<file path="src/rtl/bus_ctrl_pkg.sv">
// -----------------------------------------------------------------------------
// bus_ctrl_pkg
// Shared definitions for the register-bus transfer controller:
//   - default register count and select width
//   - requester ids (bit positions in the two-bit request/grant vectors)
//   - transfer FSM state encodings
// -----------------------------------------------------------------------------
package bus_ctrl_pkg;

    localparam int DEF_NUM_REGS  = 4;
    localparam int DEF_SEL_WIDTH = 2;

    localparam logic REQ_A = 1'b0;
    localparam logic REQ_B = 1'b1;

    localparam logic [1:0] ST_IDLE  = 2'd0;
    localparam logic [1:0] ST_DRIVE = 2'd1;
    localparam logic [1:0] ST_LOAD  = 2'd2;
    localparam logic [1:0] ST_DONE  = 2'd3;

    typedef enum logic [1:0] {
        IDLE  = ST_IDLE,
        DRIVE = ST_DRIVE,
        LOAD  = ST_LOAD,
        DONE  = ST_DONE
    } xfer_state_e;

endpackage

</file>
<file path="src/rtl/rr_arb2.sv">
// -----------------------------------------------------------------------------
// rr_arb2
// Two-requester round-robin arbiter. Under contention the side named by the
// pointer wins; a lone requester always wins. The pointer toggles only when
// the owner pulses i_advance.
//
// Ports:
//   i_clk      rising-edge clock
//   i_reset    synchronous active-high reset (pointer -> requester A)
//   i_req      request vector, bit REQ_A / REQ_B
//   i_advance  toggle the pointer at the next edge
//   o_grant    one-hot grant (all zero when nobody requests)
//   o_ptr      current pointer (0 = A, 1 = B)
// -----------------------------------------------------------------------------
module rr_arb2
    import bus_ctrl_pkg::*;
(
    input  logic       i_clk,
    input  logic       i_reset,
    input  logic [1:0] i_req,
    input  logic       i_advance,
    output logic [1:0] o_grant,
    output logic       o_ptr
);

    logic r_ptr;

    always_comb begin
        o_grant = i_req;
        if (i_req == 2'b11) begin
            o_grant = (r_ptr == REQ_B) ? 2'b10 : 2'b01;
        end
    end

    always_ff @(posedge i_clk) begin
        if (i_reset) begin
            r_ptr <= REQ_A;
        end else if (i_advance) begin
            r_ptr <= ~r_ptr;
        end
    end

    assign o_ptr = r_ptr;

endmodule

</file>
<file path="src/rtl/bus_xfer_ctrl.sv">
// -----------------------------------------------------------------------------
// bus_xfer_ctrl
// Sequences register-to-register moves over the shared tri-state data bus.
// Two requesters post {src, dst}; a round-robin arbiter picks one, and the
// FSM drives the active-low output-enable of the source and then the
// load-enable of the destination so exactly one register drives and one
// register loads. All outputs come straight from flops.
//
// state | meaning
// ------+----------------------------------------------------------
// IDLE  | no strobes; grant a request or reject it with an Err pulse
// DRIVE | OE_n[src] low, bus settle cycle
// LOAD  | OE_n[src] low, EN_n[dst] low; dst captures at the next edge
// DONE  | strobes released, Done pulse to the owner
//
// Ports:
//   i_clk, i_reset              clock, synchronous active-high reset
//   i_req_a/b                   level requests, held until Done/Err
//   i_src_a/b, i_dst_a/b        register indices, stable while requesting
//   o_done_a/b                  one-cycle transfer-complete pulse
//   o_err_a/b                   one-cycle reject pulse (src==dst / range)
//   o_busy                      high whenever the FSM is not in IDLE
//   o_oe_n, o_en_n              per-register output / load enables, low active
// -----------------------------------------------------------------------------
module bus_xfer_ctrl
    import bus_ctrl_pkg::*;
#(
    parameter int NumRegs  = DEF_NUM_REGS,
    parameter int SelWidth = DEF_SEL_WIDTH
) (
    input  logic                i_clk,
    input  logic                i_reset,
    input  logic                i_req_a,
    input  logic [SelWidth-1:0] i_src_a,
    input  logic [SelWidth-1:0] i_dst_a,
    input  logic                i_req_b,
    input  logic [SelWidth-1:0] i_src_b,
    input  logic [SelWidth-1:0] i_dst_b,
    output logic                o_done_a,
    output logic                o_done_b,
    output logic                o_err_a,
    output logic                o_err_b,
    output logic                o_busy,
    output logic [NumRegs-1:0]  o_oe_n,
    output logic [NumRegs-1:0]  o_en_n
);

    function automatic logic [NumRegs-1:0] sel_to_strobe_n(input logic [SelWidth-1:0] sel);
        logic [NumRegs-1:0] v;
        v = '1;
        for (int i = 0; i < NumRegs; i++) begin
            if (sel == SelWidth'(i)) begin
                v[i] = 1'b0;
            end
        end
        return v;
    endfunction

    logic [1:0]          r_state;
    logic                r_owner;
    logic [SelWidth-1:0] r_dst;
    logic [1:0]          r_done;
    logic [1:0]          r_err;
    logic                r_busy;
    logic [NumRegs-1:0]  r_oe_n;
    logic [NumRegs-1:0]  r_en_n;

    logic [1:0]          w_req;
    logic [1:0]          w_grant;
    logic                w_unused_ptr;
    logic                w_owner;
    logic [SelWidth-1:0] w_src;
    logic [SelWidth-1:0] w_dst;
    logic                w_valid;
    logic                w_fire;
    logic                w_advance;

    assign w_req[REQ_A] = i_req_a;
    assign w_req[REQ_B] = i_req_b;

    // Pointer is kept inside the arbiter; it is not needed here beyond grant.
    rr_arb2 u_arb (
        .i_clk     (i_clk),
        .i_reset   (i_reset),
        .i_req     (w_req),
        .i_advance (w_advance),
        .o_grant   (w_grant),
        .o_ptr     (w_unused_ptr)
    );

    assign w_owner = w_grant[REQ_B];
    assign w_src   = w_owner ? i_src_b : i_src_a;
    assign w_dst   = w_owner ? i_dst_b : i_dst_a;
    assign w_valid = (w_src != w_dst) && (int'(w_src) < NumRegs) && (int'(w_dst) < NumRegs);
    assign w_fire  = (r_state == ST_IDLE) && (|w_req);

    // Contention hands priority to the other side; a rejected request also
    // yields priority so a requester stuck on a bad index cannot hog the bus.
    assign w_advance = w_fire && ((&w_req) || !w_valid);

    always_ff @(posedge i_clk) begin
        if (i_reset) begin
            r_state <= ST_IDLE;
            r_owner <= REQ_A;
            r_dst   <= '0;
            r_done  <= 2'b00;
            r_err   <= 2'b00;
            r_busy  <= 1'b0;
            r_oe_n  <= '1;
            r_en_n  <= '1;
        end else begin
            r_done <= 2'b00;
            r_err  <= 2'b00;
            case (r_state)
                ST_IDLE: begin
                    if (w_fire) begin
                        if (w_valid) begin
                            r_owner <= w_owner;
                            r_dst   <= w_dst;
                            r_oe_n  <= sel_to_strobe_n(w_src);
                            r_busy  <= 1'b1;
                            r_state <= ST_DRIVE;
                        end else begin
                            r_err[w_owner] <= 1'b1;
                        end
                    end
                end
                ST_DRIVE: begin
                    r_en_n  <= sel_to_strobe_n(r_dst);
                    r_state <= ST_LOAD;
                end
                ST_LOAD: begin
                    r_oe_n          <= '1;
                    r_en_n          <= '1;
                    r_done[r_owner] <= 1'b1;
                    r_state         <= ST_DONE;
                end
                ST_DONE: begin
                    r_busy  <= 1'b0;
                    r_state <= ST_IDLE;
                end
                default: begin
                    r_oe_n  <= '1;
                    r_en_n  <= '1;
                    r_busy  <= 1'b0;
                    r_state <= ST_IDLE;
                end
            endcase
        end
    end

    assign o_done_a = r_done[REQ_A];
    assign o_done_b = r_done[REQ_B];
    assign o_err_a  = r_err[REQ_A];
    assign o_err_b  = r_err[REQ_B];
    assign o_busy   = r_busy;
    assign o_oe_n   = r_oe_n;
    assign o_en_n   = r_en_n;

endmodule

</file>
<file path="config.mk">
export PLATFORM = sky130hd
export DESIGN_NAME = bus_xfer_ctrl
export DESIGN_NICKNAME = d
export VERILOG_FILES = /design/src/rtl/bus_ctrl_pkg.sv /design/src/rtl/rr_arb2.sv /design/src/rtl/bus_xfer_ctrl.sv
export SDC_FILE = /design/constraint.sdc
export NUM_CORES = 1
export LEC_CHECK = 0
export BUFFER_PORTS_ARGS = -buffer_cell sky130_fd_sc_hd__buf_4
export CAP_MARGIN = 25
export CORE_MARGIN = 4
export CORE_UTILIZATION = 25
export DETAILED_ROUTE_END_ITERATION = 10
export GPL_ROUTABILITY_DRIVEN = 0
export PLACE_DENSITY = 0.43
export SYNTH_ARGS = -nofsm -noshare
export SYNTH_HDL_FRONTEND = slang
export SYNTH_HIERARCHICAL = 1
export SYNTH_SLANG_ARGS = --single-unit
</file>
<file path="constraint.sdc">
create_clock -name i_clk -period 3.87 [get_ports i_clk]
set_clock_uncertainty 0.1 [all_clocks]
set_input_delay 1.161 -clock i_clk [delete_from_list [all_inputs] [get_ports i_clk]]
set_output_delay 1.161 -clock i_clk [all_outputs]
set_load 0.01 [all_outputs]
</file>
==> out/qor.log, run 1 <==
qor: outcome.outcome finished, final reports clean
qor: hold_path.hp-start r_owner$_SDFFE_PP0P_
qor: clocking.ctsHoldBuffers 0
qor: floorplan.die_h 69.55 um
qor: drt.routed_length_per_placed_instance 12.63 um
qor: drt.route.detailed.drc 0
qor: timing.final-hold-violation-count 0
qor: timing.totalNegativeSetupSlack 0 ps
qor: placement.number_of_port_buffers 24
qor: timing.rsz0062_at_grt false
qor: layout.nFillCells 375
qor: critical_path.r2r_cells 6
qor: clocking.cts.reportedPaths.clkPinSlew 70 ps
qor: critical_path.r2r-end o_busy$_SDFFE_PP0P_
qor: timing.max_slew.worst_pin.slew 496.7 ps
qor: floorplan.die_x 69.55 um
qor: critical_path.slowest_stage sky130_fd_sc_hd__mux2_2
qor: placement.detailed_place.area 1175 um2
qor: drt.drt_pass1_iterations 2
qor: critical_path.worst_ep_arrival_time 2610 ps
qor: drt.route.final.wire_length 2160 um
qor: placement.placed_cells_incl_taps 167
qor: run.cap_viol_max_count 0
qor: floorplan.design.core.area 3661 um2
qor: power.leakagePower 0.0004743 uW
qor: clocking.clockBufferDepth 2
qor: critical_path.crit_path_end_kind register
qor: power.power_density 626.5 nW/um2
qor: floorplan.initial_core_util 25.87%
qor: hold_path.worstHoldPathType reg -> reg
qor: critical_path.critical_path_class in -> reg
qor: synthesis.syn_area_per_cell 9.765 um2
qor: timing.drv_slew 0
qor: clocking.clock_insertion_delay_worst_skew 250 ps
qor: drt.detailed_route_vias_per_instance 4.632
qor: clocking.clock_tree.htree_level_count 1
qor: critical_path.regToRegSetupSlack 1890 ps
qor: timing.layout_worst_path_cycle_share 66.31%
qor: critical_path.worstSetupStartpointType primary input
qor: synthesis.synth_cells 97
qor: grt.largest_net_degree_at_the_start_of_global_routing 13
qor: critical_path.cp-startpoint i_req_a
qor: drt.antenna_left 0
qor: critical_path.cp_max_fo 12
qor: timing.maxClockFrequency 0.3897 GHz
qor: placement.hpwl 1753 um
qor: layout.antenna_cells_inserted 0
qor: critical_path.critical_path.most_common_cell sky130_fd_sc_hd__buf_4
qor: clocking.cts_root_buffer sky130_fd_sc_hd__clkbuf_8
qor: floorplan.floorplan.die_area 4837 um2
qor: critical_path.cp.depth 7
qor: clocking.clock_buffers_created_by_tritoncts 3
qor: floorplan.num_rows 22
qor: drt.first_iter_violations 37
qor: critical_path.cp_num_buf_inv 2
qor: floorplan.io_pins 25
qor: layout.areaGrowthSynthToFinish 28.80%
qor: grt.vias_in_the_first_global_route 794
qor: clocking.tritoncts_num_sinks 19
qor: layout.post_route_cells_drive_above_1_share 27.64%
qor: clocking.clock_tree_from_tritoncts done
qor: grt.globalRouteOverflowTotal 0
qor: synthesis.synth-warning-count 6
qor: grt.antenna_found_initial 0
qor: clocking.number_of_post_cts_setup_repair_buffers 0
qor: layout.utilization 33.32%
qor: layout.finalNetCount 140
qor: critical_path.critPathRequiredTime 3920 ps
qor: critical_path.critical_path.reg2reg.startpoint r_state[0]$_SDFFE_PP0P_
qor: power.peakVddDrop 0.0002032 V
qor: grt.grt_pass1_wl 3719 um
qor: critical_path.timing.critical_path.to o_oe_n[2]$_SDFFE_PP1P_
qor: synthesis.synthesis.area 947.2 um2
qor: critical_path.max_stage_delay 370 ps
qor: grt.grt_util_all_layers 9.714%
qor: layout.count_of_non_filler_cells_in_the_finished_layout 171
qor: critical_path.critical_path.cell_chain buf_4 -> a21boi_0 -> buf_4 -> mux2_2 -> nor4_1 -> nand3_1 -> o22a_1
qor: drt.dr_vias 792
qor: timing.setup_viol_count_final 0
qor: critical_path.critical-path-top-delay-family simple AND/OR/NAND/NOR gates
qor: layout.final_cell_area 1220 um2
qor: clocking.cts_resized 0
qor: timing.period_minus_slack 2566 ps
qor: timing.maxSlewHeadroom 66.53%
qor: synthesis.syn_nets 113
qor: power.total_power 764.3 uW
## worst min path at each step
| stage | end | slack [ps] | cells past startpoint |
|---|---|---|---|
| 4_1_cts | r_done[0]$_SDFF_PP0_ | 360 | 1 |
| 5_1_grt | r_done[0]$_SDFF_PP0_ | 390 | 1 |
| 3_5_place_dp | r_done[0]$_SDFF_PP0_ | 350 | 1 |
| 2_1_floorplan | r_done[0]$_SDFF_PP0_ | 310 | 1 |
| 3_3_place_gp | r_done[0]$_SDFF_PP0_ | 350 | 1 |
| 6_report | r_done[0]$_SDFF_PP0_ | 370 | 1 |
## sequential cells by signal, indices dropped and copies added, names as in the netlist
register and cells:
r_state 2, r_err 2, r_owner 1, r_done 2, r_dst 2, o_oe_n 4, o_busy 1, u_arb/o_ptr 1
o_en_n 4
## worst reg2reg max path: stages (launching register included)
cell and delay (ps):
sky130_fd_sc_hd__dfxtp_1 360, sky130_fd_sc_hd__inv_1 90, sky130_fd_sc_hd__ha_1 270, sky130_fd_sc_hd__nor3b_1 170
sky130_fd_sc_hd__a41oi_1 380, sky130_fd_sc_hd__nand2_1 140, sky130_fd_sc_hd__a311o_1 360
## report_power, final
group,total [uW],switching (uW),internal (uW)
registers,279,31.9,247
logic,350,185,166
clock network,135,62.4,73.0
total,764,279,485
## placed cells by master (no fill, tap or decap), drive strengths merged, types with 2 or more instances in the layout
| cell | n |
|---|---|
| mux2i | 3 |
| xnor2 | 3 |
| nand3 | 4 |
| xor2 | 2 |
| clkbuf | 4 |
| a211oi | 2 |
| dfxtp | 19 |
| o22ai | 3 |
| nor3b | 3 |
| ha | 4 |
| a31oi | 2 |
| a21o | 2 |
| nor3 | 2 |
| nand2 | 8 |
| and3 | 2 |
| mux2 | 2 |
| a21boi | 2 |
| o22a | 4 |
| nand2b | 4 |
| nor4 | 2 |
| nor2 | 3 |
| o32ai | 2 |
| inv | 3 |
| a21oi | 2 |
| buf | 25 |
## metrics by stage
step,setup WS [ps],hold slack [ps]
6_report,1304,365.1
5_1_grt,1208,391.5
3_3_place_gp,1008,350.2
4_1_cts,1278,362.7
3_5_place_dp,1009,349.9
2_1_floorplan,1202,312.6
## per-layer routing
| layer | track usage, % | part of all wire, % | routed length [um] |
|---|---|---|---|
| met4 | 2.603 | 0.79 | 17 |
| met1 | 12.37 | 49 | 1062 |
| met3 | 3.768 | 5.5 | 119 |
| met5 | 0 | 0 | 0 |
| met2 | 15.25 | 45 | 962 |
## final cells by class
type                    instances  area [um2]  area share [%]
multi-input cells              71       531.8           43.59
clock buffers                   4       45.04           3.692
inverters                       4       15.01           1.231
repair buffers                 25       187.7           15.38
flip-flops and latches         19       380.4           31.18
well taps                      48       60.06           4.923
Note: power is estimated with default switching activity, not from simulation.
==> inputs of run 2 (changes only) <==
--- a/config.mk
+++ b/config.mk
@@ -11,7 +11,7 @@
 export CORE_UTILIZATION = 25
 export DETAILED_ROUTE_END_ITERATION = 10
 export GPL_ROUTABILITY_DRIVEN = 0
-export PLACE_DENSITY = 0.43
+export PLACE_DENSITY = 0.44
 export SYNTH_ARGS = -nofsm -noshare
 export SYNTH_HDL_FRONTEND = slang
 export SYNTH_HIERARCHICAL = 1
==> constraint.sdc (replaced) <==
create_clock -name i_clk -period 2.3 [get_ports i_clk]
set_clock_uncertainty 0.1 [all_clocks]
set_input_delay 0.69 -clock i_clk [delete_from_list [all_inputs] [get_ports i_clk]]
set_output_delay 0.69 -clock i_clk [all_outputs]
set_load 0.01 [all_outputs]
==> run 2 against run 1 <==
Sequential cell count did not move; die area unchanged; critical endpoint is now o_busy$_SDFFE_PP0P_; largest power group unchanged; combinational power increased by 76%; sequential share of layout area decreased by 0.96 points; wire length rose by 8.1%.
==> out/qor.log, run 2 (synthesized netlist as in run 1, its figures left out) <==
qor: power.clock_power_share 18.2% [+0.5 points]
qor: floorplan.num_rows 22 [unchanged]
qor: layout.areaGrowthSynthToFinish 32.89%
qor: critical_path.worst_ep_arrival_time 2020 ps [-590 ps]
qor: layout.final_common_cell sky130_fd_sc_hd__buf_4
qor: clocking.number_of_post_cts_setup_repair_buffers 0 [unchanged]
qor: clocking.clockBufferDepth 2 [unchanged]
qor: drt.dr_vias 819 [+3.4%]
qor: critical_path.worstSetupStartpointType register
qor: floorplan.floorplan.die_area 4837 um2 [unchanged]
qor: clocking.cts_root_buffer sky130_fd_sc_hd__clkbuf_8
qor: drt.route.final.wire_length 2336 um [+8.1%]
qor: grt.grt_util_all_layers 9.846% [+0.13 points]
qor: clocking.clock_tree_from_tritoncts done
qor: grt.grt_pass1_wl 3815 um [+2.6%]
qor: timing.maxSlewHeadroom 61.52% [-5.0 points]
qor: drt.first_iter_violations 39 [+5.4%]
qor: critical_path.critical_path_class reg -> reg
qor: drt.routed_length_per_placed_instance 13.27 um [+5.1%]
qor: timing.period_minus_slack 1978 ps
qor: floorplan.die_h 69.55 um [unchanged]
qor: grt.globalRouteOverflowTotal 0 [unchanged]
qor: grt.vias_in_the_first_global_route 801 [+0.88%]
qor: floorplan.design.core.area 3661 um2 [unchanged]
qor: timing.totalNegativeSetupSlack 0 ps [unchanged]
qor: timing.drv_slew 0 [unchanged]
qor: grt.antenna_found_initial 0 [unchanged]
qor: hold_path.worstHoldPathType reg -> reg
qor: drt.route.detailed.drc 0 [unchanged]
qor: timing.final-hold-violation-count 0 [unchanged]
qor: grt.largest_net_degree_at_the_start_of_global_routing 12 [-1]
qor: timing.setup_viol_count_final 0 [unchanged]
qor: outcome.outcome finished, final reports clean
qor: critical_path.cp_max_fo 7 [-5]
qor: layout.finalNetCount 145 [+3.6%]
qor: placement.placed_cells_incl_taps 172 [+3.0%]
qor: timing.max_slew.worst_pin.slew 571.1 ps [+74.34 ps]
qor: clocking.clock_insertion_delay_worst_skew 260 ps [about the same]
qor: critical_path.critPathRequiredTime 2340 ps [-1580 ps]
qor: clocking.cts.reportedPaths.clkPinSlew 80 ps [about the same]
qor: power.power.net_switching 499.9 uW [+79%]
qor: clocking.cts_resized 0 [unchanged]
qor: power.leakagePower 0.0005014 uW [+5.7%]
qor: run.cap_viol_max_count 0 [unchanged]
qor: power.combinational_share_of_power 46.3% [+0.5 points]
qor: critical_path.crit_path_end_kind register
qor: clocking.clock_tree.htree_level_count 1 [unchanged]
qor: drt.detailed_route_vias_per_instance 4.653 [+0.47%]
qor: layout.commonest_cells_after_routing_fill_and_taps_aside sky130_fd_sc_hd__buf_4, sky130_fd_sc_hd__dfxtp_1, sky130_fd_sc_hd__nand2_1
qor: placement.hpwl 1884 um [+7.5%]
qor: drt.drt_pass1_iterations 4 [+2]
qor: layout.antenna_cells_inserted 0 [unchanged]
qor: timing.rsz0062_at_grt false
qor: floorplan.io_pins 25 [unchanged]
qor: power.switching_share 37.62% [+1.1 points]
qor: placement.number_of_port_buffers 24 [unchanged]
qor: timing.layout_worst_path_cycle_share 86.02%
qor: layout.count_of_non_filler_cells_in_the_finished_layout 176 [+2.9%]
qor: floorplan.initial_core_util 25.87% [unchanged]
qor: clocking.clock_buffers_created_by_tritoncts 3 [unchanged]
qor: timing.maxClockFrequency 0.5055 GHz
qor: power.peakVddDrop 0.0003756 V [+85%]
qor: power.internal-power 828.8 uW [+71%]
qor: layout.post_route_cells_drive_above_1_share 31.25% [+3.6 points]
qor: power.power_density 1056 nW/um2 [+69%]
qor: clocking.tritoncts_num_sinks 19 [unchanged]
qor: floorplan.die_x 69.55 um [unchanged]
qor: drt.antenna_left 0 [unchanged]
qor: clocking.ctsHoldBuffers 0 [unchanged]
qor: power.p_seq_share 35.5% [-0.9 points]
-- run 2: changes by cell type in the layout (fill, tap and decap cells not counted), sizes merged --
cell,change
buf,+5
clkinv,+1
clkbuf,-1
-- run 2: path summary, 6_finish.rpt --
check             depth (start not counted)              endpoint  slack [ps]                    start
setup / recovery                          6   o_busy$_SDFFE_PP0P_         320  r_state[0]$_SDFFE_PP0P_
hold / removal                            1  r_done[0]$_SDFF_PP0_         350     r_owner$_SDFFE_PP0P_
setup reg to reg                          6   o_busy$_SDFFE_PP0P_         320  r_state[0]$_SDFFE_PP0P_
hold reg to reg                           1  r_done[0]$_SDFF_PP0_         350     r_owner$_SDFFE_PP0P_
-- run 2: cell type report --
cell class / count / area, um2
timing repair buffer: 30 / 225.2
fill: 396 / 2402
tap: 48 / 60.06
inverter: 4 / 15.01
clock inverter: 1 / 5.005
clock buffer: 3 / 41.29
multi-input combinational: 71 / 531.8
sequential: 19 / 380.4
-- run 2: power by group through the flow --
stage	clock network, uW	logic [uW]	registers [uW]
floorplan	0	404	486
detailed placement	0	622	479
global route	268	681	481
finish	242	616	471
CTS	255	624	472
global placement	0	619	475
-- run 2: metrics by stage --
stage	power, uW	hold WS [ps]	setup WS (ps)	cell area, um2	util [%]
global placement	1095	336.4	77.60	1212	33.12
floorplan	890.0	312.6	102.9	947.2	-
finish	1329	352.8	321.6	1259	34.38
detailed placement	1101	338.1	64.93	1212	33.12
CTS	1352	348.2	328.2	1259	34.38
global route	1429	369.5	196.9	1259	34.38
-- run 2: worst max-delay path, cell delays in order, from the launching register on --
cell	delay [ps]
sky130_fd_sc_hd__dfxtp_1	360
sky130_fd_sc_hd__inv_1	90
sky130_fd_sc_hd__ha_1	280
sky130_fd_sc_hd__nor3b_1	170
sky130_fd_sc_hd__a41oi_1	360
sky130_fd_sc_hd__nand2_1	140
sky130_fd_sc_hd__a311o_1	370
-- run 2: layer usage --
metal,track usage (%),up-vias,wire length [um]
met3,3.623,2,132
met4,2.603,0,18
met5,0,-,0
met1,12.76,372,1129
met2,15.36,21,1055
li1,-,424,-
==> inputs of run 3 (changes only) <==
--- a/config.mk
+++ b/config.mk
@@ -14,5 +14,4 @@
 export PLACE_DENSITY = 0.44
 export SYNTH_ARGS = -nofsm -noshare
 export SYNTH_HDL_FRONTEND = slang
-export SYNTH_HIERARCHICAL = 1
 export SYNTH_SLANG_ARGS = --single-unit
==> run 3 against run 2 <==
Worst setup slack gained 210 ps; power is 7.4% lower; sequential cell count did not move; clock power shrank 4%; sequential power about the same; non-clock buffer count fell by 4; area after synthesis up 13%.
==> out/qor.log, run 3 <==
qor: timing.max_slew.worst_pin.slew 283.9 ps [-287.2 ps]
qor: clocking.cts_resized 0 [unchanged]
qor: timing.fin_hold_ws 388.0 ps [+35.21 ps]
qor: synthesis.synthesis.area 1066 um2 [+13%]
qor: layout.final_common_cell sky130_fd_sc_hd__buf_4
qor: timing.layout_worst_path_cycle_share 76.72% [-9.3 points]
qor: synthesis.synth.area.top_cells sky130_fd_sc_hd__dfxtp_1, sky130_fd_sc_hd__buf_6, sky130_fd_sc_hd__a311oi_1, sky130_fd_sc_hd__nand2_1, sky130_fd_sc_hd__ha_1
qor: synthesis.synth.distinct_cells 38
qor: layout.count_of_non_filler_cells_in_the_finished_layout 188 [+6.8%]
qor: floorplan.io_pins 25 [unchanged]
qor: critical_path.critical_path.most_common_cell sky130_fd_sc_hd__buf_4
qor: critical_path.critical_path.cell_chain buf_4 -> xnor2_1 -> nand4_1 -> buf_4 -> a31oi_1 -> mux2i_1
qor: layout.post_route_cells_drive_above_1_share 33.33% [+2.1 points]
qor: clocking.cts_root_buffer sky130_fd_sc_hd__clkbuf_8
qor: grt.vias_in_the_first_global_route 914 [+14%]
qor: synthesis.synth-warning-count 0 [-6]
qor: clocking.clock_buffers_created_by_tritoncts 3 [unchanged]
qor: drt.first_iter_violations 38 [-2.6%]
qor: synthesis.yosysTopAreaCellShare 35.68%
qor: hold_path.worstHoldPathType reg -> reg
qor: layout.antenna_cells_inserted 0 [unchanged]
qor: grt.globalRouteOverflowTotal 0 [unchanged]
qor: timing.period_minus_slack 1764 ps [-213.9 ps]
qor: timing.setup_viol_count_final 0 [unchanged]
qor: power.power_density 936.7 nW/um2 [-11%]
qor: drt.drt_pass1_iterations 4 [unchanged]
qor: timing.maxSlewHeadroom 81.07% [+20 points]
qor: drt.route.detailed.drc 0 [unchanged]
qor: layout.nFillCells 423 [+6.8%]
qor: floorplan.num_rows 23 [+4.5%]
qor: critical_path.worst_ep_arrival_time 1850 ps [-170 ps]
qor: floorplan.die_h 73.30 um [+5.4%]
qor: critical_path.crit_path_end_kind register
qor: drt.routed_length_per_placed_instance 13.61 um [+2.6%]
qor: synthesis.syn_nets 129 [+14%]
qor: drt.dr_vias 929 [+13%]
qor: synthesis.synth_sequential_area_ratio 35.68%
qor: critical_path.max_stage_delay 270 ps [-100 ps]
qor: clocking.number_of_post_cts_setup_repair_buffers 0 [unchanged]
qor: grt.largest_net_degree_at_the_start_of_global_routing 17 [+5]
qor: synthesis.netlist_top_cells_count sky130_fd_sc_hd__dfxtp_1, sky130_fd_sc_hd__nand2_1, sky130_fd_sc_hd__inv_1, sky130_fd_sc_hd__nor2_1, sky130_fd_sc_hd__a311oi_1
qor: layout.commonest_cells_after_routing_fill_and_taps_aside sky130_fd_sc_hd__buf_4, sky130_fd_sc_hd__dfxtp_1, sky130_fd_sc_hd__nand2_1
qor: synthesis.synth_cells 114 [+18%]
qor: timing.maxClockFrequency 0.5667 GHz [+12%]
qor: synthesis.synth_top_area_cell sky130_fd_sc_hd__dfxtp_1
qor: critical_path.slowest_stage sky130_fd_sc_hd__a31oi_1
qor: clocking.clock_tree_from_tritoncts done
qor: clocking.cts.reportedPaths.clkPinSlew 70 ps [about the same]
qor: placement.number_of_port_buffers 24 [unchanged]
qor: critical_path.worstSetupStartpointType primary input
qor: grt.grt_pass1_wl 4374 um [+15%]
qor: clocking.clockBufferDepth 2 [unchanged]
qor: synthesis.synth_enable_flop_cells 0
qor: synthesis.syn_area_per_cell 9.351 um2 [-4.2%]
qor: critical_path.cp_max_fo 12 [+5]
qor: grt.grt_util_all_layers 10.61% [+0.76 points]
qor: clocking.clock_tree.htree_level_count 1 [unchanged]
qor: critical_path.critical_path_class in -> reg
qor: drt.route.final.wire_length 2559 um [+9.5%]
qor: placement.detailed_place.area 1267 um2 [+4.5%]
qor: layout.areaGrowthSynthToFinish 23.24%
qor: drt.antenna_left 0 [unchanged]
qor: floorplan.floorplan.die_area 5373 um2 [+11%]
qor: timing.drv_slew 0 [unchanged]
qor: timing.final-hold-violation-count 0 [unchanged]
qor: floorplan.initial_core_util 26.27% [+0.40 points]
qor: placement.hpwl 1971 um [+4.6%]
qor: grt.antenna_found_initial 0 [unchanged]
qor: run.cap_viol_max_count 0 [unchanged]
qor: floorplan.design.core.area 4058 um2 [+11%]
qor: synthesis.proportion_of_register_bits_with_asynchronous_set_or_reset_after_synthesis 0%
qor: critical_path.critPathRequiredTime 2390 ps [+50 ps]
qor: drt.detailed_route_vias_per_instance 4.941 [+6.2%]
qor: timing.totalNegativeSetupSlack 0 ps [unchanged]
qor: clocking.tritoncts_num_sinks 19 [unchanged]
qor: outcome.outcome finished, final reports clean
qor: layout.finalNetCount 154 [+6.2%]
qor: clocking.clock_insertion_delay_worst_skew 250 ps [about the same]
qor: synthesis.synth_flop_cell sky130_fd_sc_hd__dfxtp_1
qor: power.peakVddDrop 0.0002206 V [-41%]
qor: placement.placed_cells_incl_taps 184 [+7.0%]
qor: synthesis.synth_most_common_cell sky130_fd_sc_hd__dfxtp_1
qor: layout.final_cell_area 1314 um2 [+4.4%]
qor: floorplan.die_x 73.30 um [+5.4%]
qor: power.leakagePower 0.0005388 uW [+7.5%]
qor: clocking.ctsHoldBuffers 0 [unchanged]
qor: synthesis.synth.ff_latch_count 19
qor: timing.rsz0062_at_grt false
==> run 3: cell count changes in the layout (fill, tap and decap cells not counted), sizes merged, moves of 4 or more <==
cell and delta:
a311oi +7, or2 +5, buf -4, o22a -4
==> run 3: kinds of logic (layout without fill, tap and decap cells) <==
kind of cell,after synthesis,in the layout,share of synthesized area (%)
AOI/OAI and AO/OA,30,30,22.54
muxes,6,6,5.986
DFF,19,19,35.68
adders and majority gates,3,3,3.522
buffers and inverters,12,36,7.394
xor gates and xnor gates,4,4,4.695
and+or+nand+nor,40,40,20.19
==> run 3: worst paths after layout <==
kind / end / slack, ps / depth (start not counted) / from
max reg2reg: o_oe_n[0]$_SDFFE_PP1P_ / 690 / 5 / r_state[0]$_SDFFE_PP0P_
min reg2reg: o_en_n[2]$_SDFFE_PP1P_ / 390 / 2 / o_en_n[2]$_SDFFE_PP1P_
max: r_state[1]$_SDFFE_PP0P_ / 540 / 6 / i_src_b[1]
min: o_en_n[2]$_SDFFE_PP1P_ / 390 / 2 / o_en_n[2]$_SDFFE_PP1P_
==> run 3: where the power goes <==
part	total [uW]	internal, uW	switching, uW
Combinational	527	254	273
Clock	233	120	112
Sequential	471	409	62.1
==> run 3: layout make-up <==
type / count / area, um2 / area share [%]
flip-flops and latches: 19 / 380.4 / 28.95
inverters: 6 / 22.52 / 1.714
multi-input cells: 83 / 606.8 / 46.19
repair buffers: 26 / 195.2 / 14.86
well taps: 50 / 62.56 / 4.762
clock buffers: 3 / 41.29 / 3.143
clock inverters: 1 / 5.005 / 0.3810
==> run 3: routing by layer <==
layer	GRT usage [%]	routed length [um]	vias up
met5	0	0	-
li1	-	-	473
met3	3.283	130	2
met2	17.08	1131	25
met4	3.018	22	0
met1	13.67	1274	429
==> run 3: critical path: cells and delay by family <==
kind	cells	cell delay, ps
buffers and inverters	2	310
AND/OR/NAND/NOR	1	130
multiplexers	1	200
XOR/XNOR	1	240
AO/OA/AOI/OAI	1	270
==> run 3: stage by stage <==
step | power [uW] | worst slack (ps) | utilization (%)
floorplan | 852.1 | 470.4 | -
global placement | 999.3 | 332.9 | 31.24
detailed placement | 1007 | 292.7 | 31.24
CTS | 1247 | 552.8 | 32.38
global route | 1330 | 414.7 | 32.38
finish | 1231 | 535.5 | 32.38
